File: config.mk
export PLATFORM = sky130hd
export DESIGN_NAME = mem_arbiter
export DESIGN_NICKNAME = d
export VERILOG_FILES = /design/src/rtl/mem_arbiter.sv
export SDC_FILE = /design/constraint.sdc
export NUM_CORES = 1
export LEC_CHECK = 0
export ABC_AREA = 1
export CAP_MARGIN = 20
export CORE_AREA = 2 2 103 105
export CTS_CLUSTER_DIAMETER = 200
export DETAILED_ROUTE_END_ITERATION = 10
export DIE_AREA = 0 0 105 107
export HOLD_SLACK_MARGIN = 0.05
export MAX_ROUTING_LAYER = met4
export PLACE_DENSITY = 0.67
export SYNTH_ARGS = -nofsm -noshare
export SYNTH_HDL_FRONTEND = slang
export SYNTH_SLANG_ARGS = --single-unit
export TNS_END_PERCENT = 30
File: constraint.sdc
create_clock -name clk -period 1.9 [get_ports clk]
set_input_delay 0.38 -clock clk [delete_from_list [all_inputs] [get_ports clk]]
set_output_delay 0.38 -clock clk [all_outputs]
set_load 0.03 [all_outputs]
File: src/rtl/mem_arbiter.sv
// Shared instruction/data memory arbiter: one access in flight, issue/wait FSM
// with fixed read latency and round-robin selection on contention.
module mem_arbiter #(
    parameter int unsigned LATENCY    = 1,
    parameter bit          DATA_FIRST = 1'b1
) (
    input  logic        clk,
    input  logic        rst,
    input  logic        i_req,
    input  logic [31:0] i_addr,
    output logic        i_gnt,
    output logic        i_rvalid,
    output logic [31:0] i_rdata,
    input  logic        d_req,
    input  logic        d_we,
    input  logic [31:0] d_addr,
    input  logic [31:0] d_wdata,
    output logic        d_gnt,
    output logic        d_rvalid,
    output logic [31:0] d_rdata,
    output logic        m_en,
    output logic        m_we,
    output logic [31:0] m_addr,
    output logic [31:0] m_wdata,
    input  logic [31:0] m_rdata,
    output logic        busy
);

    typedef enum logic {IDLE, WAIT} state_t;

    state_t     state, state_nxt;
    logic [2:0] count, count_nxt;
    logic       prefer_d, prefer_d_nxt;   // data port wins the next contention
    logic       owner_d, owner_d_nxt;
    logic       owner_we, owner_we_nxt;
    logic       pick_d;

    always_ff @(posedge clk or posedge rst) begin
        if (rst) begin
            state    <= IDLE;
            count    <= '0;
            prefer_d <= DATA_FIRST;
            owner_d  <= 1'b0;
            owner_we <= 1'b0;
        end else begin
            state    <= state_nxt;
            count    <= count_nxt;
            prefer_d <= prefer_d_nxt;
            owner_d  <= owner_d_nxt;
            owner_we <= owner_we_nxt;
        end
    end

    always_comb begin
        state_nxt    = state;
        count_nxt    = count;
        prefer_d_nxt = prefer_d;
        owner_d_nxt  = owner_d;
        owner_we_nxt = owner_we;
        i_gnt        = 1'b0;
        d_gnt        = 1'b0;
        i_rvalid     = 1'b0;
        d_rvalid     = 1'b0;
        i_rdata      = '0;
        d_rdata      = '0;
        m_en         = 1'b0;
        m_we         = 1'b0;
        m_addr       = '0;
        m_wdata      = '0;
        busy         = 1'b0;
        pick_d       = d_req && (!i_req || prefer_d);

        unique case (state)
            IDLE: begin
                // rst gates the issue path so outputs stay 0 while reset is held
                if (!rst && (i_req || d_req)) begin
                    m_en = 1'b1;
                    if (pick_d) begin
                        d_gnt   = 1'b1;
                        m_we    = d_we;
                        m_addr  = d_addr;
                        m_wdata = d_wdata;
                    end else begin
                        i_gnt  = 1'b1;
                        m_addr = i_addr;
                    end
                    state_nxt    = WAIT;
                    count_nxt    = 3'(LATENCY);
                    prefer_d_nxt = !pick_d;
                    owner_d_nxt  = pick_d;
                    owner_we_nxt = pick_d && d_we;
                end
            end
            WAIT: begin
                busy      = 1'b1;
                count_nxt = count - 3'd1;
                if (count == 3'd1) begin
                    state_nxt = IDLE;
                    if (owner_d) begin
                        d_rvalid = 1'b1;
                        d_rdata  = owner_we ? '0 : m_rdata;
                    end else begin
                        i_rvalid = 1'b1;
                        i_rdata  = m_rdata;
                    end
                end
            end
        endcase
    end

endmodule
Word level (Yosys, flattened, before mapping)
Cells that the tools add are included.

Register bits after elaboration: 7. Output and inout bits: 135. Logic and storage cells: 53.

Bitwise logic cells: 1. $add $sub $neg: 1. Reductions and logical operators: 9. Eq/ne operators: 2. Multiplexer cells: 35.

Operators with widths (number): 32-bit two-way mux (13); 1-bit two-way mux (19); 3-bit one-hot mux with 2 select lines (1); 3-bit by 1-bit == test with 1-bit output, second input constant (1); 1-bit logical AND (3); 1-bit logical NOT (3); 3-bit two-way mux (1); 3-bit by 1-bit subtractor with 3-bit output, second input constant (1); 1-bit logical OR (2); 2-bit inequality test, second input constant (1); 1-bit one-hot mux with 2 select lines (1); 2-bit AND reduction (1); 1-bit NOT (1).

Depth between registers and ports, before layout
Gate-level depths: netlist (run 1).

Word-level depth: 6. Mapped depth: 7. Depth with buffers taken out: 6.

Worst setup path before layout (run 1)
Ideal clock, no wire load.

Kind: flip-flop to output port. Start point: register state. End point: output d_rdata[12]. Path buffers: 1. Data arrival time: 1.687 ns. Required time: 1.520 ns. Stages on the path, launching flop included: 4. Setup slack: -0.167 ns. Path through: dfrtp_1 -> nand4_2 -> buf_2 -> nor3_1.

Longest elaborated chain between the ends: 1.

Ends and longest elaborated chain: start, declared (line 31) `state_t state, state_nxt;`; start signal, assigned (line 46) `state <= state_nxt;`; 32-bit two-way mux (line 73) `unique case (state)`; end, declared (line 20) `output logic [31:0] d_rdata,`.

Every way passes these cells.

Worst setup path after layout (run 1)
Start point: register count[1]. End point: output i_rdata[1].

Longest elaborated chain between the ends: 3.

Ends and longest elaborated chain: start, declared (line 32) `logic [2:0] count, count_nxt;`; start signal, assigned (line 47) `count <= count_nxt;`; 3-bit by 1-bit == test with 1-bit output (line 97) `if (count == 3'd1) begin`; 32-bit two-way mux (line 97); 32-bit two-way mux (line 73); end, declared (line 13) `output logic [31:0] i_rdata,`.

Every way passes these cells.

==> implementation parameters, run 1 <==
Parameter                              Value

Timing
  WHS ... 0.354 ns
  RSZ-0062 raised after global routing ... true
  Number of endpoints with negative hold slack in the final report ... 0
  Setup clock skew after layout ... 0.000503 ns
  Crit path setup slack, layout ... -0.129 ns
  Slew at the pin closest to its max-slew limit ... 0.470 ns
  Max transition margin ... 68.7%
  Final-report setup violation count ... 69
  Final Max Slew Viols ... 0
  Period minus WS final ... 2.03 ns
  Share of the cycle needed by the critical path after routing ... 107%
  Maximum achievable frequency ... 493 MHz

Logic synthesis
  Post-Synthesis Cells ... 336
  Cell taking the most area after synthesis ... inv_1
  Post-synthesis net count ... 471
  Area share of the largest cell type after synthesis ... 16.3%
  Share of the yosys chip area belonging to registers ... 10.0%
  Synth Register Bits ... 7
  Number of distinct library cells after synthesis ... 22
  Number of enable flip-flop cells after synthesis ... 0
  Top area cells in the synthesized netlist ... inv_1 (16%), nor2_1 (14%), nand4_1 (12%)
  Fraction of synthesis flops using an asynchronous set or reset pin ... 100%
  Synth warn ... 0
  Post-synthesis instance area ... 1760 sq um
  Most frequently used flop master after synthesis ... dfrtp_1
  Syn_area_per_cell ... 5.22 sq um

Clock network
  Clock insertion delay at the later pin of the skew report ... 0.23 ns
  Number of buffers on the longest clock path ... 2
  Root buffer cell ... clkbuf_8
  H-Tree Depth ... 1
  CTS tree ... yes
  Number of buffers created by CTS ... 3
  Clock transition time at the flip-flop clock pins of the worst setup and hold paths ... 0.04 ns
  Number of clock sinks seen by CTS ... 7

Global routing
  Largest net degree at the start of global routing ... 34
  Tot GR Track Use ... 16.1%
  Number of global-route vias before repair ... 3032
  Global route total overflow ... 0
  Number of antenna violations at the first check in global routing ... 0
  First-pass GRT wire length ... 14500 um

Route
  Total length of routed wires ... 10900 um
  Count of routing violations after the opening detailed-route iteration ... 159
  Overall via count from detail_route ... 3273
  Count of TritonRoute iterations in the first routing pass ... 4
  Number of routed nets with antenna violations ... 0
  WL/cell ... 14.5 um
  Post-detailed-route DRC marker count ... 0
  Average vias per placed instance ... 4.38

Outcome
  Failing checks ... setup timing
  Run status ... finished, violations left

Setup path
  Setup crit end kind ... output port
  Startpoint of the worst setup timing path ... count[1]$_DFFE_PP0P_
  Worst-path cell chain ... inv_2 -> ha_4 -> inv_2 -> nor2_4 -> nand3_4 -> clkbuf_16 -> nor2_4 -> buf_6
  Endpoint arrival time on the critical path ... 1.65 ns
  Critical Setup Path Class ... register to output port
  Top fanout value on the critical path ... 8
  R2r startpoint ... prefer_d$_DFFE_PP1P_
  Required time of the critical path ... 1.52 ns
  Highest cell delay on the worst timing path ... 0.39 ns
  Buffers and inverters on the worst path ... 4
  Critical path launch point type ... register
  Worst path top cell family by delay ... buffers and inverters
  Critical path's slowest cell ... dfrtp_1

Finish
  Fill cell total of the finished layout ... 943
  Layout overhead on the synthesized area ... 201%
  Number of cells in the finished layout apart from fillers ... 748
  Total number of nets in the final design ... 748
  Fraction of layout instances using a drive strength above 1 ... 45.6%
  Antenna Cells ... 0

Floorplan
  Y dimension of the die ... 107 um
  Starting utilization of the core area ... 17.4%
  I/O pin count ... 268
  Die X-Extent ... 105 um
  Rows ... 37
  Full die area ... 11200 sq um
  Core footprint ... 10100 sq um

Placement
  Placed Instances ... 733
  Count of buffers from port buffering ... 267
  RePlAce Congestion ... 0.811
  HPWL reported at the end of detailed placement ... 7650 um

Power and ir drop
  Cell area power density ... 792 nW/um^2
  Leakage ... 2.68 nW
  Peak ir drop on the vdd network ... 0.495 mV

Flow run
  Max-cap violations ... 0

Hold path
  Path class of the lowest-slack min-delay path ... input pin to async pin
==> cell families (layout without fill, tap and decap cells) <==
logic type / count (synthesis) / in the layout / share of synthesized area [%]
and+or+nand+nor: 215 / 215 / 61.4
DFF: 7 / 7 / 10.0
buffers and inverters: 106 / 382 / 25.2
xor gates and xnor gates: 1 / 1 / 0.499
adders and majority gates: 2 / 2 / 1.43
AOI/OAI and AO/OA: 5 / 5 / 1.43
==> area by class of cell <==
cell class | instances | area, sq um | area share [%]
multi-input cells | 223 | 1570 | 29.7
inverters | 77 | 289 | 5.46
repair buffers | 301 | 3040 | 57.4
well taps | 136 | 170 | 3.22
flip-flops and latches | 7 | 178 | 3.36
clock buffers | 4 | 45.0 | 0.851
==> state kept, by name (all words and copies together) (netlist names) <==
name,flops
count,3
owner_d,1
owner_we,1
prefer_d,1
state,1
==> power by group <==
group / internal [W] / switching [W] / total, W
clock network: 0.000145 / 0.0000629 / 0.000208
registers: 0.000233 / 0.000114 / 0.000347
logic: 0.00154 / 0.00209 / 0.00363
==> per-layer routing <==
layer | global-route usage, % | vias to the layer above | part of all wire [%]
met4 | 4.19 | 0 | 1.0
li1 | - | 1609 | -
met5 | - | - | 0
met3 | 2.98 | 8 | 6.9
met1 | 18.1 | 1495 | 38
met2 | 29.2 | 161 | 54
==> path summary, 6_finish.rpt <==
kind                                              to  slack, ns  cells past startpoint
worst max-delay path                      i_rdata[1]      -0.13                      8
max in group asynchronous       prefer_d$_DFFE_PP1P_       1.34                      3
worst min register to register  count[1]$_DFFE_PP0P_       0.54                      2
min in group clk                count[1]$_DFFE_PP0P_       0.54                      2
worst max register to register  prefer_d$_DFFE_PP1P_       0.61                      8
worst min-delay path            count[0]$_DFFE_PP0P_       0.35                      3
==> tightest hold or removal path, delay by kind of cell <==
kind                   cells  cell delay (ns)
buffers and inverters      3             0.53
==> metrics by stage <==
stage	cell area [sq um]	total power [W]	util (%)	setup slack, ns	TNS, ns
floorplan	1760	0.00197	-	-0.167	-2.75
global placement	4450	0.00321	44.0	-0.236	-13.83
detailed placement	4450	0.00323	44.0	-0.262	-14.58
CTS	4650	0.00359	46.1	-0.0828	-2.01
global route	5290	0.00442	52.4	-0.206	-11.16
finish	5290	0.00419	52.4	-0.129	-4.82
==> timing repair <==
action	CTS	global route
gates cloned	1	4
buffers inserted	1	5
hold buffers	0	0
endpoints found under the setup margin	121	132
pin swaps	3	9
gates resized for setup	37	140
==> cell usage in the layout (no fill, tap or decap), types with 2 or more instances in the layout <==
cell type | synthesis | final
clkdlybuf4s50_1 | 0 | 129
nand4_1 | 33 | 33
clkbuf_16 | 0 | 3
buf_6 | 3 | 50
dfrtp_1 | 6 | 5
nor2_2 | 0 | 29
nand2_2 | 2 | 4
nand3_1 | 34 | 33
nand3_4 | 0 | 2
nor2_4 | 1 | 30
buf_12 | 0 | 14
inv_1 | 76 | 73
nor2_1 | 67 | 9
nand2_1 | 42 | 39
nor3_2 | 12 | 32
o21ai_0 | 5 | 5
inv_2 | 1 | 4
clkbuf_8 | 0 | 3
buf_4 | 0 | 99
dlygate4sd2_1 | 0 | 2
==> synthesized netlist by cell type (2+ instances only) <==
cell type   n
buf_2      17
buf_6       3
clkbuf_1    9
dfrtp_1     6
ha_1        2
inv_1      76
nand2_1    42
nand2_2     2
nand3_1    34
nand4_1    33
nor2_1     67
nor3_1     20
nor3_2     12
o21ai_0     5
Power figures use the tool's default switching activity.
==> run 2: changes to the inputs <==
--- a/config.mk
+++ b/config.mk
@@ -7,13 +7,15 @@
 export LEC_CHECK = 0
 export ABC_AREA = 1
 export CAP_MARGIN = 20
-export CORE_AREA = 2 2 103 105
+export CELL_PAD_IN_SITES_DETAIL_PLACEMENT = 1
+export CELL_PAD_IN_SITES_GLOBAL_PLACEMENT = 2
+export CORE_MARGIN = 1
+export CORE_UTILIZATION = 10
 export CTS_CLUSTER_DIAMETER = 200
 export DETAILED_ROUTE_END_ITERATION = 10
-export DIE_AREA = 0 0 105 107
 export HOLD_SLACK_MARGIN = 0.05
 export MAX_ROUTING_LAYER = met4
-export PLACE_DENSITY = 0.67
+export PLACE_DENSITY = 0.95
 export SYNTH_ARGS = -nofsm -noshare
 export SYNTH_HDL_FRONTEND = slang
 export SYNTH_SLANG_ARGS = --single-unit
==> run 2 against run 1 <==
Effect of this change: the flow still finishes with violations (setup timing); core utilization is 21 points lower; critical path depth down 1; via count grew 0.18%; wire length rose by 5.1%; clock power grew 78%; critical path type unchanged.
==> implementation parameters, run 2 (synthesized netlist as in run 1, its figures left out) <==
Parameter                              Value

Hold path
  Path class of the lowest-slack min-delay path ... input pin to async pin

Timing
  Maximum achievable frequency ... 496 MHz
  Setup clock skew after layout ... 0.00372 ns
  Slew at the pin closest to its max-slew limit ... 0.285 ns
  Max transition margin ... 80.8%
  Crit path setup slack, layout ... -0.117 ns
  Final Max Slew Viols ... 0
  Final-layout setup total negative slack ... -3.37 ns
  RSZ-0062 raised after global routing ... true
  Period minus WS final ... 2.02 ns
  Share of the cycle needed by the critical path after routing ... 106%
  Number of endpoints with negative hold slack in the final report ... 0
  Final-report setup violation count ... 39

Setup path
  Critical path's most frequent cell ... buf_6
  Setup crit end kind ... output port
  Top fanout value on the critical path ... 30
  R2r startpoint ... count[0]$_DFFE_PP0P_
  Worst-path cell chain ... inv_2 -> ha_4 -> nand4_2 -> buf_12 -> buf_6 -> nor3_4 -> buf_6
  Critical path's slowest cell ... dfrtp_1
  Required time of the critical path ... 1.52 ns
  Crit. path cell count ... 7
  Depth of the worst register-to-register path ... 7
  Critical path launch point type ... register
  Highest cell delay on the worst timing path ... 0.38 ns
  Critical Setup Path Class ... register to output port
  Startpoint of the worst setup timing path ... count[1]$_DFFE_PP0P_
  Reg-to-reg slack, setup ... 0.58 ns
  Endpoint arrival time on the critical path ... 1.64 ns
  Worst Setup EP ... d_rdata[11]
  Worst path top cell family by delay ... buffers and inverters
  Worst flop-to-flop path endpoint ... state$_DFF_PP0_
  Buffers and inverters on the worst path ... 4

Finish
  Multi-input combinational cell area ... 1520 sq um
  Antenna Cells ... 0
  Total number of nets in the final design ... 750
  Final design area excluding fillers ... 5350 sq um
  Storage element area ... 178 sq um
  Most flops, register ... count
  Number of cells in the finished layout apart from fillers ... 839
  Layout overhead on the synthesized area ... 205%
  Fill cell total of the finished layout ... 2088
  Most frequent standard cell in the layout excluding fill and tap cells ... clkdlybuf4s50_1
  Flip-flop count of the largest register after layout ... 3
  Most used cells in the layout excluding fill and tap cells ... clkdlybuf4s50_1 (129), buf_4 (106), inv_1 (71), buf_6 (51), nand2_1 (41)
  Fraction of layout instances using a drive strength above 1 ... 42.0%

Global routing
  First-pass GRT wire length ... 16200 um
  Largest net degree at the start of global routing ... 35
  Number of antenna violations at the first check in global routing ... 0
  Global route total overflow ... 0
  Number of global-route vias before repair ... 3230
  Tot GR Track Use ... 11.5%

Placement
  Worst slack, placed ... -0.211 ns
  RePlAce Congestion ... 0.722
  Count of buffers from port buffering ... 267
  HPWL reported at the end of detailed placement ... 8410 um
  Placed Instances ... 825
  Post-DP Area ... 4510 sq um

Flow run
  Max-cap violations ... 0

Outcome
  Run status ... finished, violations left
  Failing checks ... setup timing

Clock network
  H-Tree Depth ... 1
  Clock insertion delay at the later pin of the skew report ... 0.24 ns
  CTS tree ... yes
  Number of buffers created by CTS ... 3
  Clock transition time at the flip-flop clock pins of the worst setup and hold paths ... 0.04 ns
  Number of buffers on the longest clock path ... 2
  Number of clock sinks seen by CTS ... 7
  Root buffer cell ... clkbuf_16

Floorplan
  Die X-Extent ... 134 um
  Y dimension of the die ... 134 um
  Rows ... 48
  I/O pin count ... 268
  Core footprint ... 17200 sq um
  Full die area ... 18100 sq um
  Starting utilization of the core area ... 10.2%

Route
  Count of routing violations after the opening detailed-route iteration ... 73
  Count of TritonRoute iterations in the first routing pass ... 4
  Average vias per placed instance ... 3.91
  WL/cell ... 13.6 um
  Overall via count from detail_route ... 3279
  Post-detailed-route DRC marker count ... 0
  Number of routed nets with antenna violations ... 0
  Total length of routed wires ... 11400 um

Power and ir drop
  Overall power ... 0.00445 W
  Leakage ... 2.69 nW
  Peak ir drop on the vdd network ... 0.457 mV
  Cell area power density ... 831 nW/um^2
run 2: cell types whose count changed in the layout (fill, tap and decap cells not counted), sizes merged:
cell / delta
clkdlybuf4s15: -1
clkinv: +1
dlymetal6s2s: -1
dlygate4sd2: +1
inv: -1
clkbuf: -2
buf: +5
run 2: area by class of cell:
| class | count | area share, % |
|---|---|---|
| Clock buffer | 4 | 1.47 |
| Timing Repair Buffer | 303 | 55.9 |
| Tap cell | 225 | 5.26 |
| Inverter | 77 | 5.59 |
| Multi-Input combinational cell | 223 | 28.4 |
| Sequential cell | 7 | 3.32 |
run 2: power breakdown:
| part | leakage [nW] | switching, W | total (W) | internal [W] |
|---|---|---|---|---|
| clock network | 0.0382 | 0.0000897 | 0.000370 | 0.000280 |
| logic | 2.56 | 0.00218 | 0.00376 | 0.00157 |
| registers | 0.0836 | 0.0000871 | 0.000320 | 0.000233 |
run 2: what timing repair did:
item,CTS,global route
gates cloned,3,1
setup buffers,4,2
resized for setup,99,67
endpoints found under the hold margin,0,0
pin swaps,3,1
setup endpoints to repair,126,128
hold buffers,0,0
run 2: through the flow:
step | util (%) | hold slack [ns]
detailed placement | 26.2 | 0.493
floorplan | - | 0.204
global placement | 26.2 | 0.489
finish | 31.0 | 0.393
global route | 31.0 | 0.417
CTS | 29.2 | 0.358
run 2: worst register-to-register path, stage by stage (launching register included):
cell	delay [ns]
dfrtp_1	0.42
ha_4	0.20
inv_4	0.06
nor2_4	0.04
buf_4	0.13
buf_4	0.12
buf_4	0.12
o21ai_0	0.15
run 2: worst min-delay path by stage:
| stage | end | cells after the start |
|---|---|---|
| 2_1_floorplan | count[0]$_DFFE_PP0P_ | 1 |
| 3_3_place_gp | count[1]$_DFFE_PP0P_ | 2 |
| 3_5_place_dp | count[1]$_DFFE_PP0P_ | 2 |
| 4_1_cts | count[1]$_DFFE_PP0P_ | 3 |
| 5_1_grt | count[1]$_DFFE_PP0P_ | 3 |
| 6_report | count[1]$_DFFE_PP0P_ | 3 |
run 2: routing by layer:
layer  track usage (%)  wire [um]
met1              12.4       4290
met4              2.50        131
met3              1.65        743
met2              21.9       6250
met5                 -          0
==> run 3: changes to the inputs <==
--- a/config.mk
+++ b/config.mk
@@ -6,7 +6,8 @@
 export NUM_CORES = 1
 export LEC_CHECK = 0
 export ABC_AREA = 1
-export CAP_MARGIN = 20
+export ABC_CLOCK_PERIOD_IN_PS = 1900
+export CAP_MARGIN = 15
 export CELL_PAD_IN_SITES_DETAIL_PLACEMENT = 1
 export CELL_PAD_IN_SITES_GLOBAL_PLACEMENT = 2
 export CORE_MARGIN = 1
==> results of run 3 <==
The final DEF is identical to that of run 2; final timing and power are the same.
